### src/rtl/risk_control_unit.sv
// risk_control_unit: ID-stage hazard sequencer for load-use stalls, control flushes and HALT drain
module risk_control_unit #(
  parameter int REG_ADDR_W   = 5,
  parameter int STALL_CYCLES = 1,
  parameter int DRAIN_CYCLES = 4
) (
  input  logic                  i_clk,
  input  logic                  i_reset_n,
  input  logic                  i_enable,
  input  logic [REG_ADDR_W-1:0] i_id_rs,
  input  logic [REG_ADDR_W-1:0] i_id_rt,
  input  logic                  i_id_uses_rt,
  input  logic                  i_id_halt,
  input  logic                  i_id_jump,
  input  logic                  i_ex_mem_read,
  input  logic [REG_ADDR_W-1:0] i_ex_rt,
  input  logic                  i_ex_branch_taken,
  output logic                  o_risk,
  output logic                  o_pc_write,
  output logic                  o_ifid_write,
  output logic                  o_ifid_flush,
  output logic                  o_halted,
  output logic [1:0]            o_state,
  output logic [15:0]           o_stall_count
);
  typedef enum logic [1:0] {RUN, STALL, DRAIN, HALTED} state_t;
  localparam logic [3:0] STALL_INIT = 4'(STALL_CYCLES > 1 ? STALL_CYCLES - 2 : 0);
  localparam logic [3:0] DRAIN_INIT = 4'(DRAIN_CYCLES - 1);
  state_t     state;
  logic [3:0] cnt;
  logic       hz, branch_act, stall_bubble;
  assign hz = i_ex_mem_read & (i_ex_rt != '0) &
              ((i_ex_rt == i_id_rs) | (i_id_uses_rt & (i_ex_rt == i_id_rt)));
  assign branch_act   = i_ex_branch_taken & (state == RUN | state == STALL);
  assign stall_bubble = i_enable & ~i_ex_branch_taken & ((state == RUN & hz) | state == STALL);
  assign o_state  = state;
  assign o_halted = state == HALTED;
  // Mealy pipeline controls: reset bubbles, disable freezes, otherwise by state and priority
  always_comb begin
    o_risk       = 1'b0;
    o_pc_write   = 1'b0;
    o_ifid_write = 1'b0;
    o_ifid_flush = 1'b0;
    if (!i_reset_n) o_risk = 1'b1;
    else if (i_enable) begin
      if (branch_act) {o_risk, o_pc_write, o_ifid_write, o_ifid_flush} = 4'b1111;
      else if (stall_bubble | state == DRAIN | state == HALTED) o_risk = 1'b1;
      else if (i_id_jump) {o_pc_write, o_ifid_write, o_ifid_flush} = 3'b111;
      else if (!i_id_halt) {o_pc_write, o_ifid_write} = 2'b11;
    end
  end
  // Sequencer state, countdown and saturating load-use bubble counter
  always_ff @(posedge i_clk or negedge i_reset_n) begin
    if (!i_reset_n) begin
      state         <= RUN;
      cnt           <= '0;
      o_stall_count <= '0;
    end else if (i_enable) begin
      if (stall_bubble && o_stall_count != 16'hFFFF) o_stall_count <= o_stall_count + 16'd1;
      case (state)
        RUN: begin
          if (!i_ex_branch_taken && hz && STALL_CYCLES > 1) begin
            state <= STALL;
            cnt   <= STALL_INIT;
          end else if (!i_ex_branch_taken && !hz && !i_id_jump && i_id_halt) begin
            state <= DRAIN;
            cnt   <= DRAIN_INIT;
          end
        end
        STALL: begin
          if (i_ex_branch_taken || cnt == '0) state <= RUN;
          else cnt <= cnt - 4'd1;
        end
        DRAIN: begin
          if (cnt == '0) state <= HALTED;
          else cnt <= cnt - 4'd1;
        end
        default: ;
      endcase
    end
  end
endmodule

### config.mk
export PLATFORM = sky130hd
export DESIGN_NAME = risk_control_unit
export DESIGN_NICKNAME = d
export VERILOG_FILES = /design/src/rtl/risk_control_unit.sv
export SDC_FILE = /design/constraint.sdc
export NUM_CORES = 1
export LEC_CHECK = 0
export BUFFER_PORTS_ARGS = -buffer_cell sky130_fd_sc_hd__buf_4
export CAP_MARGIN = 20
export CELL_PAD_IN_SITES_DETAIL_PLACEMENT = 1
export CELL_PAD_IN_SITES_GLOBAL_PLACEMENT = 2
export CORE_ASPECT_RATIO = 0.7
export CORE_UTILIZATION = 30
export CTS_BUF_LIST = sky130_fd_sc_hd__clkbuf_8
export DETAILED_ROUTE_END_ITERATION = 7
export GPL_TIMING_DRIVEN = 0
export HOLD_SLACK_MARGIN = 0.05
export PLACE_DENSITY = 0.77
export SLEW_MARGIN = 20
export SYNTH_ARGS = -nofsm -noshare
export SYNTH_HDL_FRONTEND = slang
export SYNTH_SLANG_ARGS = --single-unit
### constraint.sdc
create_clock -name i_clk -period 3.4 [get_ports i_clk]
set_input_delay 0.85 -clock i_clk [delete_from_list [all_inputs] [get_ports i_clk]]
set_output_delay 0.85 -clock i_clk [all_outputs]
set_load 0.02 [all_outputs]
==> results of run 1 <==
## worst max-delay path: cells and delay by family
| family | cells | cell delay, ns |
|---|---|---|
| simple gates | 2 | 0.61 |
| buf+inv | 3 | 0.37 |
| compound gates | 3 | 0.61 |
## cells in the mapped netlist (all sizes together)
library cell | n | area [sq um]
nand2 | 11 | 41.3
o2111ai | 1 | 8.76
nand3 | 7 | 35.0
or2 | 1 | 6.26
xor2 | 1 | 8.76
mux2 | 2 | 22.5
and4 | 2 | 17.5
nand4 | 7 | 43.8
xnor2 | 24 | 210
inv | 7 | 26.3
o21a | 1 | 7.51
nor3 | 2 | 15.0
o21ai | 14 | 73.8
buf | 2 | 12.5
nor2 | 6 | 22.5
dfrtp | 22 | 551
a21oi | 2 | 10.0
or4 | 1 | 7.51
nand4b | 2 | 17.5
o22ai | 2 | 18.8
o41ai | 1 | 8.76
nand2b | 4 | 25.0
and3 | 4 | 25.0
nor2b | 2 | 12.5
a2111oi | 1 | 27.5
ha | 7 | 87.6
a31oi | 1 | 6.26
## how the worst max path moves through the flow
stage	start	cells after the start	slack (ns)	endpoint
detailed placement	i_ex_rt[1]	8	-0.0007	o_pc_write
global route	i_ex_rt[1]	8	0.01	o_risk
finish	i_ex_rt[1]	8	0.10	o_pc_write
global placement	i_ex_rt[1]	8	-0.01	o_pc_write
floorplan	i_ex_rt[1]	6	0.06	o_pc_write
CTS	i_ex_rt[1]	8	0.05	o_pc_write
## cells in the final DEF, fill, tap and decap left out, drive strengths merged, types with 3 or more instances in the layout
| cell | Yosys | routed |
|---|---|---|
| nand2 | 11 | 11 |
| clkbuf | 0 | 3 |
| ha | 7 | 7 |
| o21ai | 14 | 14 |
| buf | 2 | 47 |
| nand3 | 7 | 7 |
| inv | 7 | 7 |
| dfrtp | 22 | 22 |
| and3 | 4 | 4 |
| nand2b | 4 | 4 |
| nor2 | 6 | 6 |
| xnor2 | 24 | 24 |
| nand4 | 7 | 7 |
## per-layer routing
layer	global-route usage, %	vias to the layer above	share of wire [%]
met5	0	-	0
met4	2.26	0	0.46
met3	3.31	2	3.0
met2	27.5	18	44
met1	24.7	569	52
li1	-	577	-
## cell families (layout without fill, tap and decap cells)
kind of cell               count (synthesis)  after routing  share of synthesized area [%]
AOI/OAI and AO/OA                         23             23                           12.0
xor gates and xnor gates                  25             25                           16.2
adders and majority gates                  7              7                           6.49
buffers and inverters                      9             57                           2.88
DFF                                       22             22                           40.8
muxes                                      2              2                           1.67
and+or+nand+nor                           49             49                           19.9
## flip-flops by register name (all words and copies together), names as in the netlist
register       flops
o_state            2
cnt                4
o_stall_count     16
## area by class of cell
| type | instances | area (sq um) |
|---|---|---|
| Buffer | 2 | 12.5 |
| Clock buffer | 3 | 41.3 |
| Fill cell | 496 | 2300 |
| Inverter | 7 | 26.3 |
| Multi-Input combinational cell | 106 | 774 |
| Sequential cell | 22 | 551 |
| Tap cell | 52 | 65.1 |
| Timing Repair Buffer | 45 | 338 |
## repair_timing
| item | 4_1_cts | 5_1_grt |
|---|---|---|
| resized for setup | 1 | 3 |
| setup endpoints to repair | 1 | 2 |
| pin swaps | 0 | 1 |
## power breakdown
part	total [mW]	switching (mW)	internal, mW
Sequential	0.371	0.0573	0.314
Combinational	0.495	0.284	0.211
Clock	0.162	0.0830	0.0790
Total	1.03	0.424	0.604
==> results.cfg, run 1 <==
[run_status]
status = finished, final reports clean

[clocking]
cts_sinks = 22
post-cts-setup-buffer-count = 0
ctsHtreeMaxLevel = 1
cts-root-buf = clkbuf_8
cts_tree = yes
cts_buffers = 3
cts.path.max_buffers = 2
cts_hold_buf = 0
clk_latency_ns = 0.26
clkTransAtPathRegs_ns = 0.08

[power_and_ir_drop]
power_leakage_nw = 0.833
ir_worst_vdd_mv = 0.329
p_total_mw = 1.03
power_density_nw_per_um2 = 569

[global_routing]
grt_pass1_vias = 1243
grt_max_degree = 27
grt_pass1_wl_mm = 6.15
grtUsageTotal_pct = 17.2
antenna_found_initial = 0
grt-ovfl-total = 0

[setup_path]
cpMostUsedCell = buf_4
slowest_stage = or4_1
slowest_delay_ns = 0.52
worstPathArrival_ns = 2.45
path_cells = buf_4 > or4_1 > o21a_2 > a31oi_2 > nor2_1 > o21ai_2 > buf_4 > buf_4
path_class = in -> out
r2r-start = o_stall_count[0]
critPathLaunchType = input port
cp.required_ns = 2.55
r2r-end = o_stall_count[4]
rr_worst_depth = 8
end_kind = output pin
cp_max_fo = 3
r2r_setup_slack_ns = 1.13

[floorplanning]
fp.dieW_microns = 82.1
core_area_sq_um = 4110
die_height_microns = 58.1
io_pins = 46
num_rows = 19
initial_utilization_pct = 32.8
die_area_sq_um = 4770

[logic_synthesis]
syn_area_sq_um = 1350
ys_ff_latch = 22
syn_area_per_cell_sq_um = 9.85
ys_seq_area_share_pct = 40.8
syn-num-nets = 167
ys_warn_count = 0
synth_cell_types = 32
syn_inst = 137

[final_layout]
fin_area_sq_um = 1810
layout.nets = 217
final_util_pct = 44.0
instances_no_fill = 237
diodes = 0
syn_to_final_growth_pct = 34.0
drive_above_1_share_pct = 31.4

[routing]
drt_first_pass_iters = 4
ant_nets = 0
routed_wl_mm = 3.70
first_iter_violations = 39
viasPerCell = 4.92
drc_errors = 0
num_vias = 1166
wl_per_cell_microns = 15.6

[place]
globalplace.congestion = 0.714
io_buffers = 45
hpwl_mm = 3.01
preCtsSetupSlack_ns = -0.000669
place_inst = 234
placed_cell_area_sq_um = 1750

[sta]
max_clock_freq_mhz = 303
setup_viol = 0
hold_viol_final = 0
worst_slack_ns = 0.102
slew_headroom_pct = 66.3
fin_hold_ws_ns = 0.487
worst_slew_pin_slew_ns = 0.502
finalCritPeriodShare_pct = 97.0
layout_min_cycle_time_ns = 3.30
skew_ns = 0.00372
setup_tns_ns = 0
rsz0062_at_grt = no
slew_viol_final = 0

[min_path]
hold_path_class = in -> async

[flow_run]
max_cap_viol_count = 0
(Power assumes the default switching activity.)
==> run 2: changes to the inputs <==
--- a/config.mk
+++ b/config.mk
@@ -10,12 +10,11 @@
 export CELL_PAD_IN_SITES_DETAIL_PLACEMENT = 1
 export CELL_PAD_IN_SITES_GLOBAL_PLACEMENT = 2
 export CORE_ASPECT_RATIO = 0.7
-export CORE_UTILIZATION = 30
-export CTS_BUF_LIST = sky130_fd_sc_hd__clkbuf_8
+export CORE_UTILIZATION = 29
 export DETAILED_ROUTE_END_ITERATION = 7
 export GPL_TIMING_DRIVEN = 0
 export HOLD_SLACK_MARGIN = 0.05
-export PLACE_DENSITY = 0.77
+export PLACE_DENSITY = 0.75
 export SLEW_MARGIN = 20
 export SYNTH_ARGS = -nofsm -noshare
 export SYNTH_HDL_FRONTEND = slang
==> results.cfg, run 2 (synthesis gave the netlist of run 1 again) <==
[routing]
routed_wl_mm = 3.53
num_vias = 1165
drc_errors = 0
drt_first_pass_iters = 4
viasPerCell = 4.83
ant_nets = 0
first_iter_violations = 39
wl_per_cell_microns = 14.6

[global_routing]
grt_max_degree = 27
grt-ovfl-total = 0
antenna_found_initial = 0
grtUsageTotal_pct = 15.0
grt_pass1_wl_mm = 5.85
grt_pass1_vias = 1212

[sta]
slew_viol_final = 0
skew_ns = 0.00273
layout_min_cycle_time_ns = 3.32
slew_headroom_pct = 64.3
fin_hold_ws_ns = 0.478
finalCritPeriodShare_pct = 97.6
setup_viol = 0
worst_slew_pin_slew_ns = 0.533
max_clock_freq_mhz = 301
worst_slack_ns = 0.0832
hold_viol_final = 0

[setup_path]
slowest_delay_ns = 0.54
cp.required_ns = 2.55
critPathLaunchType = input port
end_kind = output pin
path_cells = buf_4 > or4_1 > o21a_4 > a31oi_4 > nor2_1 > o21ai_1 > buf_4 > buf_4
worstPathArrival_ns = 2.47
slowest_stage = or4_1
path_class = in -> out
cpMostUsedCell = buf_4
cp_max_fo = 3
path_buf_inv = 3
path_delay_family = simple AND/OR/NAND/NOR gates

[clocking]
ctsHtreeMaxLevel = 1
cts-root-buf = clkbuf_8
clk_latency_ns = 0.26
cts_sinks = 22
clkTransAtPathRegs_ns = 0.08
post-cts-setup-buffer-count = 0
cts_tree = yes
cts_hold_buf = 0
cts_buffers = 3
cts.path.max_buffers = 2

[final_layout]
seq_area_sq_um = 551
regMostFlops = o_stall_count
drive_above_1_share_pct = 30.6
fill_cells = 518
layout.nets = 217
layout_commonest_cell = buf_4
largest_reg_flops = 16
diodes = 0
multi_input_comb_area_sq_um = 782
final_cell_mix = buf_4 (46), xnor2_1 (24), dfrtp_1 (22)
syn_to_final_growth_pct = 35.9

[run_status]
status = finished, final reports clean

[place]
io_buffers = 45
hpwl_mm = 2.87
globalplace.congestion = 0.785
preCtsSetupSlack_ns = -0.0551

[power_and_ir_drop]
power_leakage_nw = 0.841
p_sw_mw = 0.428
seqPwrFrac_pct = 35.4
clkPwrFrac_pct = 17.5
swShare_pct = 40.4
internal-power_mw = 0.632
pwr-share-comb_pct = 47.1
ir_worst_vdd_mv = 0.354
power_density_nw_per_um2 = 578

[floorplanning]
num_rows = 20
initial_utilization_pct = 30.6
die_height_microns = 59.1
fp.dieW_microns = 83.5
io_pins = 46
core_area_sq_um = 4400
die_area_sq_um = 4930

[min_path]
hold_path_class = in -> async

[flow_run]
max_cap_viol_count = 0
run 2: layout make-up:
| class | count | area share, % |
|---|---|---|
| multi-input combinational | 106 | 42.7 |
| sequential | 22 | 30.0 |
| timing repair buffer | 45 | 18.4 |
| tap | 55 | 3.75 |
| clock buffer | 4 | 3.00 |
| inverter | 7 | 1.43 |
| buffer | 2 | 0.683 |
run 2: what timing repair did:
| action | in CTS | in global routing |
|---|---|---|
| resized for setup | 2 | 2 |
| endpoints found under the setup margin | 1 | 2 |
| pin swaps | 0 | 1 |
run 2: power by group through the flow:
stage | sequential (mW) | combinational (mW) | clock [mW]
final | 0.375 | 0.499 | 0.185
after global routing | 0.387 | 0.548 | 0.202
after CTS | 0.375 | 0.502 | 0.192
after detailed placement | 0.380 | 0.488 | 0
after global placement | 0.373 | 0.469 | 0
after floorplan | 0.402 | 0.275 | 0
run 2: metal layers:
| layer | vias up | share of wire, % | wire length, microns | GRT usage (%) |
|---|---|---|---|---|
| li1 | 581 | - | - | - |
| met1 | 573 | 50 | 1780 | 20.8 |
| met2 | 9 | 47 | 1640 | 24.8 |
| met3 | 2 | 2.6 | 90 | 3.48 |
| met4 | 0 | 0.31 | 11 | 2.18 |
| met5 | - | 0 | 0 | 0 |
run 2: worst paths after layout:
check                      slack [ns]  cells past startpoint                end        startpoint
min in group i_clk               0.49                      1   o_stall_count[5]  o_stall_count[5]
max                              0.08                      8         o_pc_write        i_ex_rt[1]
min reg2reg                      0.49                      1   o_stall_count[5]  o_stall_count[5]
min                              0.48                      1  o_stall_count[10]         i_reset_n
max reg2reg                      1.09                      8   o_stall_count[4]  o_stall_count[0]
max in group asynchronous        2.67                      1  o_stall_count[15]         i_reset_n
run 2: per-stage QoR:
step	cells	instance area [sq um]	power [mW]	utilization [%]	TNS, ns
floorplan	137	1350	0.677	-	0
global placement	237	1760	0.842	39.9	-0.0114
detailed placement	237	1760	0.868	39.9	-0.0551
CTS	241	1830	1.07	41.4	0
global route	241	1830	1.14	41.6	-0.0110
finish	241	1830	1.06	41.6	0
run 2: worst reg2reg max path, delay by kind of cell (launching register included):
family / cells / cell delay, ns
adders and majority gates: 1 / 0.26
and+or+nand+nor: 4 / 0.93
DFF: 1 / 0.42
buffers and inverters: 1 / 0.34
xor gates and xnor gates: 1 / 0.15
AOI/OAI and AO/OA: 1 / 0.09
==> run 3: changes to the inputs <==
--- a/config.mk
+++ b/config.mk
@@ -5,16 +5,17 @@
 export SDC_FILE = /design/constraint.sdc
 export NUM_CORES = 1
 export LEC_CHECK = 0
+export ABC_AREA = 1
 export BUFFER_PORTS_ARGS = -buffer_cell sky130_fd_sc_hd__buf_4
 export CAP_MARGIN = 20
 export CELL_PAD_IN_SITES_DETAIL_PLACEMENT = 1
 export CELL_PAD_IN_SITES_GLOBAL_PLACEMENT = 2
 export CORE_ASPECT_RATIO = 0.7
-export CORE_UTILIZATION = 29
+export CORE_UTILIZATION = 28
 export DETAILED_ROUTE_END_ITERATION = 7
 export GPL_TIMING_DRIVEN = 0
 export HOLD_SLACK_MARGIN = 0.05
-export PLACE_DENSITY = 0.75
+export PLACE_DENSITY = 0.77
 export SLEW_MARGIN = 20
 export SYNTH_ARGS = -nofsm -noshare
 export SYNTH_HDL_FRONTEND = slang
==> results.cfg, run 3 <==
[run_status]
status = finished, final reports clean

[logic_synthesis]
ys_warn_count = 0
ys_seq_area_share_pct = 32.4
synth_area_leaders = dfrtp_1 (32%), nand2_1 (20%), nand3_1 (7.6%), inv_1 (7.5%), ha_1 (5.1%)
synth_common_cells = nand2_1 (90), inv_1 (34), nand3_1 (26)
async_flop_share_pct = 100
synth_top_area_share_pct = 32.4
syn_inst = 255
yosys.area.top_type = dfrtp_1
syn_area_sq_um = 1700
synth_flop_cell = dfrtp_1
synth_most_common_cell = nand2_1
syn_area_per_cell_sq_um = 6.67
synth_cell_types = 23
syn-num-nets = 285
synth-edff-count = 0
ys_ff_latch = 22

[power_and_ir_drop]
clkPwrFrac_pct = 23.2
internal-power_mw = 0.659
power_density_nw_per_um2 = 504
p_sw_mw = 0.451
power_leakage_nw = 1.18
ir_worst_vdd_mv = 0.302
swShare_pct = 40.6
pwr-share-comb_pct = 44.7
seqPwrFrac_pct = 32.1

[setup_path]
rr_worst_depth = 9
critPathLaunchType = input port
cp.required_ns = 2.55
slowest_stage = a21oi_1
worstPathArrival_ns = 2.15
r2r-start = o_state[1]
slowest_delay_ns = 0.19
cp_max_fo = 3
path_cells = buf_4 > inv_1 > nand4_1 > o21ai_0 > inv_1 > nand2_2 > nand2_1 > nand2_1 > nand3_1 > a21oi_1 > buf_4 > buf_4
end_kind = output pin
r2r_setup_slack_ns = 1.50
cpMostUsedCell = buf_4
path_class = in -> out
r2r-end = o_stall_count[0]

[global_routing]
grt-ovfl-total = 0
antenna_found_initial = 0
grt_pass1_wl_mm = 8.12
grt_pass1_vias = 1651
grtUsageTotal_pct = 16.5
grt_max_degree = 25

[clocking]
cts-root-buf = clkbuf_8
clk_latency_ns = 0.28
ctsHtreeMaxLevel = 1
clkTransAtPathRegs_ns = 0.09
cts_sinks = 22
cts_tree = yes
cts.path.max_buffers = 2
cts_hold_buf = 0
cts_buffers = 3
post-cts-setup-buffer-count = 0
cts_resized = 0

[final_layout]
fill_cells = 769
diodes = 0
layout_commonest_cell = nand2_1
largest_reg_flops = 16
regMostFlops = o_stall_count
syn_to_final_growth_pct = 29.6
drive_above_1_share_pct = 21.1
final_util_pct = 38.1
final_cell_mix = nand2_1 (90), buf_4 (47), inv_1 (34)
layout.nets = 335

[floorplanning]
die_height_microns = 67.2
io_pins = 46
die_area_sq_um = 6400
fp.dieW_microns = 95.2
initial_utilization_pct = 29.4
num_rows = 23
core_area_sq_um = 5780

[routing]
viasPerCell = 4.49
ant_nets = 0
routed_wl_mm = 4.83
num_vias = 1703
first_iter_violations = 47
wl_per_cell_microns = 12.7
drt_first_pass_iters = 4
drc_errors = 0

[place]
io_buffers = 45
globalplace.congestion = 0.779
hpwl_mm = 3.72

[sta]
layout_min_cycle_time_ns = 3.00
skew_ns = 0.00206
max_clock_freq_mhz = 333
hold_viol_final = 0
finalCritPeriodShare_pct = 88.4
slew_viol_final = 0
slew_headroom_pct = 70.1
rsz0062_at_grt = no
worst_slew_pin_slew_ns = 0.445
setup_tns_ns = 0
setup_viol = 0

[flow_run]
max_cap_viol_count = 0

[min_path]
hold_path_class = in -> async
## run 3: area by class of cell
type,instances,area [sq um],area share (%)
flip-flops and latches,22,551,25.0
well taps,75,93.8,4.26
clock buffers,3,41.3,1.87
multi-input cells,192,981,44.5
repair buffers,45,338,15.3
clock inverters,1,30.0,1.36
plain buffers,4,31.3,1.42
inverters,37,139,6.30
## run 3: worst max-delay path: cells and delay by family
kind	cells	cell delay, ns
compound gates	2	0.34
buf+inv	5	0.53
simple gates	5	0.44
## run 3: through the flow
stage / power, mW / instances / instance area, sq um / worst slack [ns] / hold slack [ns]
after floorplan: 0.692 / 255 / 1700 / 0.456 / 0.464
after detailed placement: 0.860 / 375 / 2130 / 0.375 / 0.493
after global routing: 1.21 / 379 / 2200 / 0.240 / 0.480
after global placement: 0.857 / 375 / 2130 / 0.376 / 0.490
final: 1.11 / 379 / 2200 / 0.395 / 0.462
after CTS: 1.12 / 379 / 2200 / 0.370 / 0.472
## run 3: logic make-up (layout without fill, tap and decap cells)
logic type	Yosys count	after routing	share of synthesized area, %
adder cells (fa/ha/maj)	7	7	5.15
XOR/XNOR	14	14	7.21
flip-flops	22	22	32.4
buffers and inverters	41	90	10.0
AND/OR/NAND/NOR	156	156	40.1
AO/OA/AOI/OAI	15	15	5.22
## run 3: per-layer routing
metal | part of all wire (%) | track usage, % | vias to the layer above
met5 | 0 | 0 | -
met3 | 3.6 | 3.38 | 5
li1 | - | - | 895
met2 | 40 | 24.5 | 23
met1 | 55 | 24.4 | 780
met4 | 0.87 | 3.79 | 0
## run 3: how the worst max path moves through the flow
| stage | startpoint | end | slack, ns | cells after the start |
|---|---|---|---|---|
| global placement | i_ex_rt[1] | o_pc_write | 0.38 | 12 |
| floorplan | i_ex_rt[1] | o_pc_write | 0.46 | 10 |
| global route | i_ex_rt[1] | o_pc_write | 0.24 | 12 |
| CTS | i_ex_rt[1] | o_pc_write | 0.37 | 12 |
| detailed placement | i_ex_rt[1] | o_pc_write | 0.37 | 12 |
| finish | i_ex_rt[1] | o_pc_write | 0.40 | 12 |
## run 3: power by group through the flow
| stage | Sequential [mW] | Combinational (mW) | Clock [mW] |
|---|---|---|---|
| finish | 0.356 | 0.497 | 0.257 |
| global route | 0.366 | 0.570 | 0.273 |
| CTS | 0.357 | 0.502 | 0.265 |
| detailed placement | 0.361 | 0.498 | 0 |
| global placement | 0.362 | 0.495 | 0 |
| floorplan | 0.377 | 0.315 | 0 |
